$ cat src/rtl/vmx_pkg.sv
// vmx_pkg: shared types for the VMX command front-end.
//   - vmx_opcode_e     : command opcodes (NOP/LOAD/STORE/EXEC)
//   - header field bit positions
//   - op_is_legal()    : opcode legality
//   - op_arg_count()   : number of argument words that follow a header
//   - vmx_cmd_t        : one framed command as held in the command FIFO
//   - vmx_dec_state_e  : decoder FSM state encoding
package vmx_pkg;

  // Header word layout: [31:28] opcode, [27:16] reserved, [15:0] tag.
  localparam int unsigned OPC_MSB = 31;
  localparam int unsigned OPC_LSB = 28;
  localparam int unsigned TAG_MSB = 15;
  localparam int unsigned TAG_LSB = 0;

  typedef enum logic [3:0] {
    OP_NOP   = 4'h0,
    OP_LOAD  = 4'h1,
    OP_STORE = 4'h2,
    OP_EXEC  = 4'h3
  } vmx_opcode_e;

  typedef struct packed {
    logic [3:0]  opcode;
    logic [15:0] tag;
    logic [31:0] arg0;
    logic [31:0] arg1;
  } vmx_cmd_t;

  typedef enum logic [1:0] {
    ST_HDR   = 2'd0,
    ST_ARG0  = 2'd1,
    ST_ARG1  = 2'd2,
    ST_DRAIN = 2'd3
  } vmx_dec_state_e;

  function automatic logic op_is_legal(input logic [3:0] op);
    return op <= 4'(OP_EXEC);
  endfunction

  function automatic logic [1:0] op_arg_count(input logic [3:0] op);
    case (op)
      4'(OP_LOAD), 4'(OP_STORE): return 2'd2;
      4'(OP_EXEC):               return 2'd1;
      default:                   return 2'd0;
    endcase
  endfunction

endpackage

$ cat src/rtl/vmx_cmd_fifo.sv
// vmx_cmd_fifo: synchronous first-word-fall-through FIFO of vmx_cmd_t.
// Ports:
//   clk_i, rst_i  : clock, asynchronous active-high reset
//   push_i        : write wdata_i (ignored when full)
//   wdata_i       : command to enqueue
//   pop_i         : drop the head entry (ignored when empty)
//   rdata_o       : head entry, valid whenever empty_o is low
//   full_o/empty_o: occupancy flags, derived from a registered count
module vmx_cmd_fifo
  import vmx_pkg::*;
#(
  parameter int unsigned DEPTH = 4
) (
  input  logic     clk_i,
  input  logic     rst_i,
  input  logic     push_i,
  input  vmx_cmd_t wdata_i,
  input  logic     pop_i,
  output vmx_cmd_t rdata_o,
  output logic     full_o,
  output logic     empty_o
);

  localparam int unsigned AW = $clog2(DEPTH);
  localparam logic [AW:0] FULL_CNT = (AW+1)'(DEPTH);

  vmx_cmd_t      mem_q [DEPTH];
  logic [AW-1:0] wr_ptr_q;
  logic [AW-1:0] rd_ptr_q;
  logic [AW:0]   count_q;
  logic          do_push;
  logic          do_pop;

  assign do_push = push_i && !full_o;
  assign do_pop  = pop_i && !empty_o;

  // Storage needs no reset: an entry is only visible once counted.
  always_ff @(posedge clk_i) begin
    if (do_push) mem_q[wr_ptr_q] <= wdata_i;
  end

  // DEPTH is a power of two, so the pointers wrap naturally.
  always_ff @(posedge clk_i or posedge rst_i) begin
    if (rst_i) begin
      wr_ptr_q <= '0;
      rd_ptr_q <= '0;
      count_q  <= '0;
    end else begin
      if (do_push) wr_ptr_q <= wr_ptr_q + 1'b1;
      if (do_pop)  rd_ptr_q <= rd_ptr_q + 1'b1;
      case ({do_push, do_pop})
        2'b10:   count_q <= count_q + 1'b1;
        2'b01:   count_q <= count_q - 1'b1;
        default: count_q <= count_q;
      endcase
    end
  end

  assign rdata_o = mem_q[rd_ptr_q];
  assign full_o  = (count_q == FULL_CNT);
  assign empty_o = (count_q == '0);

endmodule

$ cat src/rtl/vmx_cmd_decoder.sv
// vmx_cmd_decoder: frames the 32-bit AXI-Stream control channel into
// commands (header + 0..2 argument words) and queues them in vmx_cmd_fifo.
// Optional feature macro: VMX_CMD_TLAST_CHECK_EN (tlast framing check and
// DRAIN state). Without it tlast is ignored and err_framing stays 0.
// Ports:
//   aclk, areset                 : clock, asynchronous active-high reset
//   s_axis_tdata/tvalid/tlast    : command word stream in
//   s_axis_tready                : high while the command FIFO is not full
//   cmd_valid/cmd_ready          : head-of-queue handshake
//   cmd_opcode/tag/arg0/arg1     : head command fields (0 while empty)
//   err_clr                      : pulse clearing both sticky error flags
//   err_illegal, err_framing     : sticky error flags
//   cmd_count                    : wrapping count of pushed commands
//   dbg_state                    : decoder FSM state (vmx_dec_state_e)
// Handshake: a word/command transfers on a clock edge where valid and ready
// are both high; valid never waits on ready, and tready depends only on
// registered FIFO occupancy (no path from cmd_ready).
module vmx_cmd_decoder
  import vmx_pkg::*;
#(
  parameter int unsigned DATA_WIDTH = 32,
  parameter int unsigned FIFO_DEPTH = 4
) (
  input  logic                  aclk,
  input  logic                  areset,
  input  logic [DATA_WIDTH-1:0] s_axis_tdata,
  input  logic                  s_axis_tvalid,
  input  logic                  s_axis_tlast,
  output logic                  s_axis_tready,
  output logic                  cmd_valid,
  input  logic                  cmd_ready,
  output logic [3:0]            cmd_opcode,
  output logic [15:0]           cmd_tag,
  output logic [31:0]           cmd_arg0,
  output logic [31:0]           cmd_arg1,
  input  logic                  err_clr,
  output logic                  err_illegal,
  output logic                  err_framing,
  output logic [15:0]           cmd_count,
  output logic [1:0]            dbg_state
);

  vmx_dec_state_e state_q, state_d;
  logic [3:0]  op_q;
  logic [15:0] tag_q;
  logic [31:0] arg0_q;
  logic        err_illegal_q, err_framing_q;
  logic [15:0] count_q;

  logic        accept, fifo_full, fifo_empty;
  logic [3:0]  hdr_op;
  logic [15:0] hdr_tag;
  logic        push, set_illegal, set_framing, latch_hdr, latch_arg0;
  vmx_cmd_t    push_cmd, head_cmd;

  // last_early  : tlast on a word that is not the command's final word
  // last_missing: final word of a command arrived without tlast
  logic last_early, last_missing, illegal_drain, drain_done;

`ifdef VMX_CMD_TLAST_CHECK_EN
  assign last_early    = s_axis_tlast;
  assign last_missing  = !s_axis_tlast;
  assign illegal_drain = !s_axis_tlast;
  assign drain_done    = s_axis_tlast;
`else
  logic unused_tlast;
  assign unused_tlast  = s_axis_tlast;
  assign last_early    = 1'b0;
  assign last_missing  = 1'b0;
  assign illegal_drain = 1'b0;
  assign drain_done    = 1'b1;
`endif

  assign accept  = s_axis_tvalid && s_axis_tready;
  assign hdr_op  = s_axis_tdata[OPC_MSB:OPC_LSB];
  assign hdr_tag = s_axis_tdata[TAG_MSB:TAG_LSB];

  // State register
  always_ff @(posedge aclk or posedge areset) begin
    if (areset) state_q <= ST_HDR;
    else        state_q <= state_d;
  end

  // Next-state logic
  always_comb begin
    state_d = state_q;
    if (accept) begin
      case (state_q)
        ST_HDR: begin
          if (!op_is_legal(hdr_op))           state_d = illegal_drain ? ST_DRAIN : ST_HDR;
          else if (op_arg_count(hdr_op) == 0) state_d = last_missing ? ST_DRAIN : ST_HDR;
          else                                state_d = last_early ? ST_HDR : ST_ARG0;
        end
        ST_ARG0: begin
          if (op_q == 4'(OP_EXEC)) state_d = last_missing ? ST_DRAIN : ST_HDR;
          else                     state_d = last_early ? ST_HDR : ST_ARG1;
        end
        ST_ARG1:  state_d = last_missing ? ST_DRAIN : ST_HDR;
        default:  state_d = drain_done ? ST_HDR : ST_DRAIN;
      endcase
    end
  end

  // Output logic: push strobes, error set strobes and field latch enables
  always_comb begin
    push        = 1'b0;
    push_cmd    = '0;
    set_illegal = 1'b0;
    set_framing = 1'b0;
    latch_hdr   = 1'b0;
    latch_arg0  = 1'b0;
    if (accept) begin
      case (state_q)
        ST_HDR: begin
          latch_hdr = 1'b1;
          if (!op_is_legal(hdr_op)) begin
            set_illegal = 1'b1;
          end else if (op_arg_count(hdr_op) == 0) begin
            push            = 1'b1;
            push_cmd.opcode = hdr_op;
            push_cmd.tag    = hdr_tag;
            set_framing     = last_missing;
          end else begin
            set_framing = last_early;
          end
        end
        ST_ARG0: begin
          latch_arg0 = 1'b1;
          if (op_q == 4'(OP_EXEC)) begin
            push            = 1'b1;
            push_cmd.opcode = op_q;
            push_cmd.tag    = tag_q;
            push_cmd.arg0   = s_axis_tdata;
            set_framing     = last_missing;
          end else begin
            set_framing = last_early;
          end
        end
        ST_ARG1: begin
          push            = 1'b1;
          push_cmd.opcode = op_q;
          push_cmd.tag    = tag_q;
          push_cmd.arg0   = arg0_q;
          push_cmd.arg1   = s_axis_tdata;
          set_framing     = last_missing;
        end
        default: ;
      endcase
    end
  end

  // Partial-command fields and status registers. A set strobe wins over
  // err_clr in the same cycle.
  always_ff @(posedge aclk or posedge areset) begin
    if (areset) begin
      op_q          <= '0;
      tag_q         <= '0;
      arg0_q        <= '0;
      err_illegal_q <= 1'b0;
      err_framing_q <= 1'b0;
      count_q       <= '0;
    end else begin
      if (latch_hdr) begin
        op_q  <= hdr_op;
        tag_q <= hdr_tag;
      end
      if (latch_arg0) arg0_q <= s_axis_tdata;
      if (set_illegal)  err_illegal_q <= 1'b1;
      else if (err_clr) err_illegal_q <= 1'b0;
      if (set_framing)  err_framing_q <= 1'b1;
      else if (err_clr) err_framing_q <= 1'b0;
      // A push always lands: words are only accepted while the FIFO has room.
      if (push) count_q <= count_q + 16'd1;
    end
  end

  vmx_cmd_fifo #(.DEPTH(FIFO_DEPTH)) u_fifo (
    .clk_i   (aclk),
    .rst_i   (areset),
    .push_i  (push),
    .wdata_i (push_cmd),
    .pop_i   (cmd_ready),
    .rdata_o (head_cmd),
    .full_o  (fifo_full),
    .empty_o (fifo_empty)
  );

  assign s_axis_tready = !fifo_full;
  assign cmd_valid     = !fifo_empty;
  // Fields read as 0 while the queue is empty, so reset values are defined
  // without resetting the FIFO storage.
  assign cmd_opcode    = cmd_valid ? head_cmd.opcode : '0;
  assign cmd_tag       = cmd_valid ? head_cmd.tag    : '0;
  assign cmd_arg0      = cmd_valid ? head_cmd.arg0   : '0;
  assign cmd_arg1      = cmd_valid ? head_cmd.arg1   : '0;
  assign err_illegal   = err_illegal_q;
  assign err_framing   = err_framing_q;
  assign cmd_count     = count_q;
  assign dbg_state     = state_q;

endmodule
$ cat config.mk
export PLATFORM = sky130hd
export DESIGN_NAME = vmx_cmd_decoder
export DESIGN_NICKNAME = d
export VERILOG_FILES = /design/src/rtl/vmx_pkg.sv /design/src/rtl/vmx_cmd_fifo.sv /design/src/rtl/vmx_cmd_decoder.sv
export SDC_FILE = /design/constraint.sdc
export NUM_CORES = 1
export LEC_CHECK = 0
export ABC_CLOCK_PERIOD_IN_PS = 4200
export BUFFER_PORTS_ARGS = -buffer_cell sky130_fd_sc_hd__buf_2
export CAP_MARGIN = 20
export CORE_MARGIN = 3
export CORE_UTILIZATION = 55
export CTS_BUF_LIST = sky130_fd_sc_hd__clkbuf_4
export CTS_CLUSTER_DIAMETER = 40
export CTS_CLUSTER_SIZE = 40
export DETAILED_ROUTE_END_ITERATION = 10
export PLACE_DENSITY_LB_ADDON = 0.12
export SYNTH_ARGS = -nofsm -noshare
export SYNTH_HDL_FRONTEND = slang
export SYNTH_SLANG_ARGS = --single-unit
export TNS_END_PERCENT = 10
$ cat constraint.sdc
create_clock -name aclk -period 4.2 [get_ports aclk]
set_input_delay 0.84 -clock aclk [delete_from_list [all_inputs] [get_ports aclk]]
set_output_delay 0.84 -clock aclk [all_outputs]
set_load 0.05 [all_outputs]
After elaboration in Yosys (flattened, before gate mapping)
Memories as Yosys holds them, arrays and structs flattened.
Index checks and enable logic that the tools add are counted.
Storage, ports and cells
  register bits after elaboration: 78
  latch bits: 0
  bits in writable memories: 336
  ROM bits: 0
  input bits: 38
  output and inout port bits: 106
  word-level logic and storage cells: 72
  memories: 1
Cells by class
  add/sub/neg operators: 5
  multipliers: 0
  divide/modulo/power cells: 0
  order comparisons: 1
  eq/ne operators: 9
  shift-type cells: 0
  muxes and demuxes: 36
  bitwise operators: 0
  reductions and logical operators: 11
Memories
  u_fifo.mem_q: depth 4, bits a word 84, rd ports 1, clocked after memory_dff 0, write ports 1, RTL line vmx_cmd_fifo.sv:27  | vmx_cmd_t mem_q [DEPTH];
Operators by type and width (number)
  32-bit two-way mux: 3
  84-bit two-way mux: 1
  32-bit case mux with 2 select lines: 1
  20-bit case mux with 3 select lines: 1
  52-bit two-way mux: 1
  20-bit two-way mux: 2
  1-bit two-way mux: 17
  16-bit by 1-bit adder with 16-bit output (second input constant): 1
  16-bit two-way mux: 1
  4-bit by 2-bit == test with 1-bit output (second input constant): 3
  2-bit two-way mux: 4
  2-bit case mux with 2 select lines: 2
  3-bit case mux with 2 select lines: 1
  2-bit by 1-bit adder with 2-bit output (second input constant): 2
  2-bit by 1-bit == test with 1-bit output (second input constant): 2
  2-bit == test (second input constant): 2
  4-bit by 1-bit == test with 1-bit output (second input constant): 1
  4-bit by 2-bit less-or-equal comparator with 1-bit output (second input constant): 1
  2-bit zero test: 2
  4-bit two-way mux: 1
  2-bit nonzero test: 2
  3-bit by 1-bit adder with 3-bit output (second input constant): 1
  3-bit == test (second input constant): 1
  1-bit logical AND: 3
  5 further kinds: 6

Logic depth before layout (Yosys ltp)
  depth after elaboration: 14
  mapped depth: 12
  depth with buffers taken out: 12

Modules after synthesis
From an unflattened synthesis, not the netlist that was laid out.
Second synthesis, totals
  cells, all modules: 927
  area, all modules: 16931.2 sq um
Modules (own cells, without submodules)
  vmx_cmd_fifo: times used 1, cells an instance 477, area each 12582.1 sq um, sequential area each 10264.8 sq um
  vmx_cmd_decoder: times used 1, cells an instance 450, area each 4349.2 sq um, sequential area each 1776.7 sq um

Least setup slack after synthesis
OpenSTA, ideal clock, no wires.
  path kind: reg-to-reg
  start point: register state_q[0] (netlist: dbg_state[0])
  end point: memory u_fifo.mem_q[0][0] (netlist name) (enable)
  library setup time: 0.452 ns
  data arrival time: 3.457 ns
  required time: 3.748 ns
  setup slack: 0.292 ns
  cell stages (with the launch flop): 7
  path buffers: 0
  period minus slack after synthesis: 3.908 ns
  path through: dfrtp_1 > inv_1 > ha_1 > nor3b_2 > a221oi_4 > nor2_4 > and2_1
On the way
  cells in the longest elaborated chain, start to end: 6
  elaborated cells on any way between the ends: 8
  those cells by class: 2 x eq/ne; 4 x mux; 2 x reduce/logical
Ends and longest elaborated chain
  start: declaration: RTL line vmx_cmd_decoder.sv:43  | vmx_dec_state_e state_q, state_d;
  start signal: assignment: RTL line vmx_cmd_decoder.sv:81  | else state_q <= state_d;
  2-bit == test (tied with other cells)
  1-bit case mux with 3 select lines (*): RTL line vmx_cmd_decoder.sv:113  | case (state_q)
  1-bit two-way mux (*): RTL line vmx_cmd_decoder.sv:112  | if (accept) begin
  1-bit logical AND (*): RTL line vmx_cmd_fifo.sv:34  | assign do_push = push_i && !full_o;
  1-bit two-way mux (*): RTL line vmx_cmd_fifo.sv:39  | if (do_push) mem_q[wr_ptr_q] <= wdata_i;
  1-bit two-way mux (implied by the code) (*): RTL line vmx_cmd_fifo.sv:39
  end: declaration: RTL line vmx_cmd_fifo.sv:27
Every way passes the cells marked *; elsewhere a longest branch is shown, timed or not.

Final worst setup path
  start point: register u_fifo.rd_ptr_q[0]
  end point: output port cmd_arg1[2]
On the way
  cells in the longest elaborated chain, start to end: 2
Ends and longest elaborated chain
  start: declaration: RTL line vmx_cmd_fifo.sv:29  | logic [AW-1:0] rd_ptr_q;
  start signal: assignment: RTL line vmx_cmd_fifo.sv:50  | if (do_pop) rd_ptr_q <= rd_ptr_q + 1'b1;
  memory 4 x 84 bit
  32-bit two-way mux: RTL line vmx_cmd_decoder.sv:195  | assign cmd_arg1 = cmd_valid ? head_cmd.arg1 : '0;
  end: declaration: RTL line vmx_cmd_decoder.sv:35  | output logic [31:0] cmd_arg1,
Every way passes these cells.

==> impl_results.md <==
- Combinational cell fraction of total power: 0.430
- Hold Path Class: in -> async
- Placement Setup Slack: around 0.88 ns
- WL final: between 30 and 40 mm
- CP required: about 3.4 ns
- Worst slew pin tran: around 1.1 ns
- Sink Count: roughly 410
- RSZ-0062 raised after global routing: false
- Max Clk Rate: roughly 270 MHz
- Reg-to-Reg Start: dbg_state[0]
- Final Hold Fails: 0
- CP endpoint kind: primary output
- Compound-Gate Fraction of Synth Area: 0.02484
- Total track usage: 0.2141
- Slew Limit Headroom: 0.2776
- Ratio of cells with drive above 1 in the final layout: 0.3541
- Setup bufs post-CTS: 0
- Final Util: 0.6255
- Syn. warnings: 0
- Post-DP HPWL: 20.78 mm
- Pleak: 6.903 nW
- Mux contribution to synthesized area: 0.1477
- DIE AREA: 32,920 um2
- Final Cell Area: 18,740 um2
- Psw: about 5.6 mW
- CTS tree: built
- Commonest non-fill, non-tap cell in the layout: edfxtp_1
- Total iterations of the first detailed-routing run: 5
- Routability Congestion: about 0.73
- Initial antenna violation count: 2
- Synth unique cells: 45
- Post-Synth Simple-Gate Area: 0.07687
- Worst Clk Skew: approximately 0.066 ns
- Final setup fails: 0
- Synth Instances: between 900 and 1,000
- Clk buf depth: 3
- Routed vias/inst: a little under 6
- Core Area: approximately 30,000 um2
- Layout area overhead: 10.68%
- Min setup slack post-route: roughly 0.5 ns
- Net Count, Synth: 981
- Startpoint types: flip-flop
- Kind of critical path: reg -> out
- Root buf cell: clkbuf_4
- Worst R2R Setup Slack: 1.21 ns
- Clock power share: 0.165
- DP Area: roughly 18,000 um2
- Layout Nets: 1,137
- EDFF count, synth: 336
- Hold slack: roughly 0.14 ns
- Routed WL per cell: 22.77 um
- Pwr dens: 704.4 nW/um2
- # port buffers: 141
- Post-Synth XOR/XNOR Area: 0.01087
- H-tree depth: 2
- Layout fillers: 2,230
- Sequential power share: 0.405
- Initial DRC count: about 550
- Post-CTS Hold Fix Bufs: 0
- Max cap viols: 0
- Final Max Slew Viols: 0
- Synthesized area: between 15,000 and 20,000 um2
- Outcome: completed
- Initial core utilization: 0.5651
- Post-synthesis adder-cell area fraction: 0.008574
- CTS clk-pin slew, worst paths: roughly 0.17 ns
- Worst VDD drop: ~0.43 mV
- Final setup TNS: 0 ns
- FF-to-FF End: u_fifo.mem_q[0][8]
- Register bit total from synthesis: a little over 400
- Via Count: between 8,000 and 9,000
- CP max FO: 39
- Post-DRT Antenna Nets: 0
- # DRC: 0
- Min Tclk post-route: 3.707 ns
- Clock latency on the worst-skew pair: just over 0.7 ns
- Commonest cells after routing, fill and taps aside: 336 x edfxtp_1, 141 x buf_2, 119 x and2_1
- Largest net degree at the start of global routing: 76
- Vias in the first global route: 9,269
- Worst Reg-to-Reg Cells: 7
- Die W: ~180 um
- Int Pwr: 7.646 mW
- Mapped Avg Cell Area: 18.16 um2
- First-pass GRT wire length: 54.45 mm
- CTS resizes: 0
- GR Overflow Total: 0
- Sequential fraction of the synthesis area: 0.7114
- Post-synth top flop: edfxtp_1
- Clock buffer count from CTS: 42
- Synth async-reset ratio: 0.1884
- Critical Path AT: 2.87 ns
- Sw Ratio: 0.4207
- Rows: between 60 and 70
- Tcrit/Tclk final: 0.8827
- Main combinational cell family by area after synthesis: multiplexers
- Die Span Y: approximately 180 um
- # IOs: around 140
## worst max path at each step
stage	endpoint	depth (start not counted)	from	slack, ns
global placement	u_fifo.mem_q[0][8]	6	s_axis_tdata[30]	0.89
global route	cmd_arg0[15]	4	u_fifo.rd_ptr_q[0]	0.29
finish	cmd_arg1[2]	4	u_fifo.rd_ptr_q[0]	0.49
floorplan	u_fifo.mem_q[0][0]	6	dbg_state[0]	0.29
CTS	cmd_arg0[15]	4	u_fifo.rd_ptr_q[0]	0.39
detailed placement	u_fifo.mem_q[0][11]	6	s_axis_tdata[28]	0.88
## cell families after synthesis
group                    count (synthesis)
other                                    1
XOR/XNOR                                21
flip-flops                             414
AND/OR/NAND/NOR                        227
buffers and inverters                   66
multiplexers                           138
AO/OA/AOI/OAI                           54
adder cells (fa/ha/maj)                 11
## registers in the layout, indices dropped and copies added, names as in the netlist, 2 cells and up
register and cells:
u_fifo.count_q 3, u_fifo.rd_ptr_q 2, u_fifo.mem_q 336, op_q 4, dbg_state 2, arg0_q 32
cmd_count 16, tag_q 16, u_fifo.wr_ptr_q 2
## routing by layer
metal  up-vias  share of wire  global-route usage
li1       3936              -                   -
met1      4559           0.44              0.3084
met2       243           0.49              0.3484
met3        52          0.054             0.03766
met4         2          0.018             0.05241
met5         -        0.00038                   0
## stage by stage
stage	std cells	power, mW
after global routing	1512	13.88
after global placement	1434	11.15
after CTS	1511	13.37
after floorplan	932	9.850
final	1512	13.20
after detailed placement	1434	11.21
## layout make-up
class / count / area [um2] / share of cell area
Tap cell: 390 / 488.0 / 0.02605
Clock buffer: 44 / 330.3 / 0.01763
Sequential cell: 414 / 12050 / 0.6431
Clock inverter: 33 / 316.6 / 0.01690
Timing Repair Buffer: 167 / 938.4 / 0.05009
Multi-Input combinational cell: 452 / 4568 / 0.2438
Inverter: 11 / 42.54 / 0.002271
Antenna cell: 1 / 2.502 / 0.0001336
## critical path, stage by stage (launching register included)
cell,delay [ns]
dfrtp_4,0.81
buf_12,0.36
mux4_2,0.55
and2_1,0.20
buf_2,0.22
## synthesized netlist by cell type (all sizes together), types with 2 or more instances
master,number,area (um2)
nor2,53,206.5
nor3b,2,20.02
nor4,5,31.28
nor3,6,41.29
and3,5,31.28
or3b,2,20.02
or4,2,15.01
o31ai,2,15.01
buf,34,211.5
edfxtp,336,10090
a22oi,48,360.4
ha,10,125.1
nand4,2,12.51
dfrtp,78,1952
mux2,54,608.1
nand3,4,20.02
and2,124,778.3
nand2,14,55.06
xnor2,5,43.79
and4,2,17.52
mux4,84,1892
inv,11,41.29
clkbuf,21,78.83
and3b,2,17.52
xor2,16,140.1
## power by group through the flow
| stage | Sequential [mW] | Combinational, mW | Clock (mW) |
|---|---|---|---|
| 6_report | 5.34 | 5.68 | 2.17 |
| 5_1_grt | 5.41 | 6.04 | 2.42 |
| 4_1_cts | 5.35 | 5.77 | 2.25 |
| 3_5_place_dp | 5.44 | 5.76 | 0 |
| 3_3_place_gp | 5.42 | 5.73 | 0 |
| 2_1_floorplan | 5.34 | 4.51 | 0 |
No activity file was read; power rests on OpenSTA's default activity.
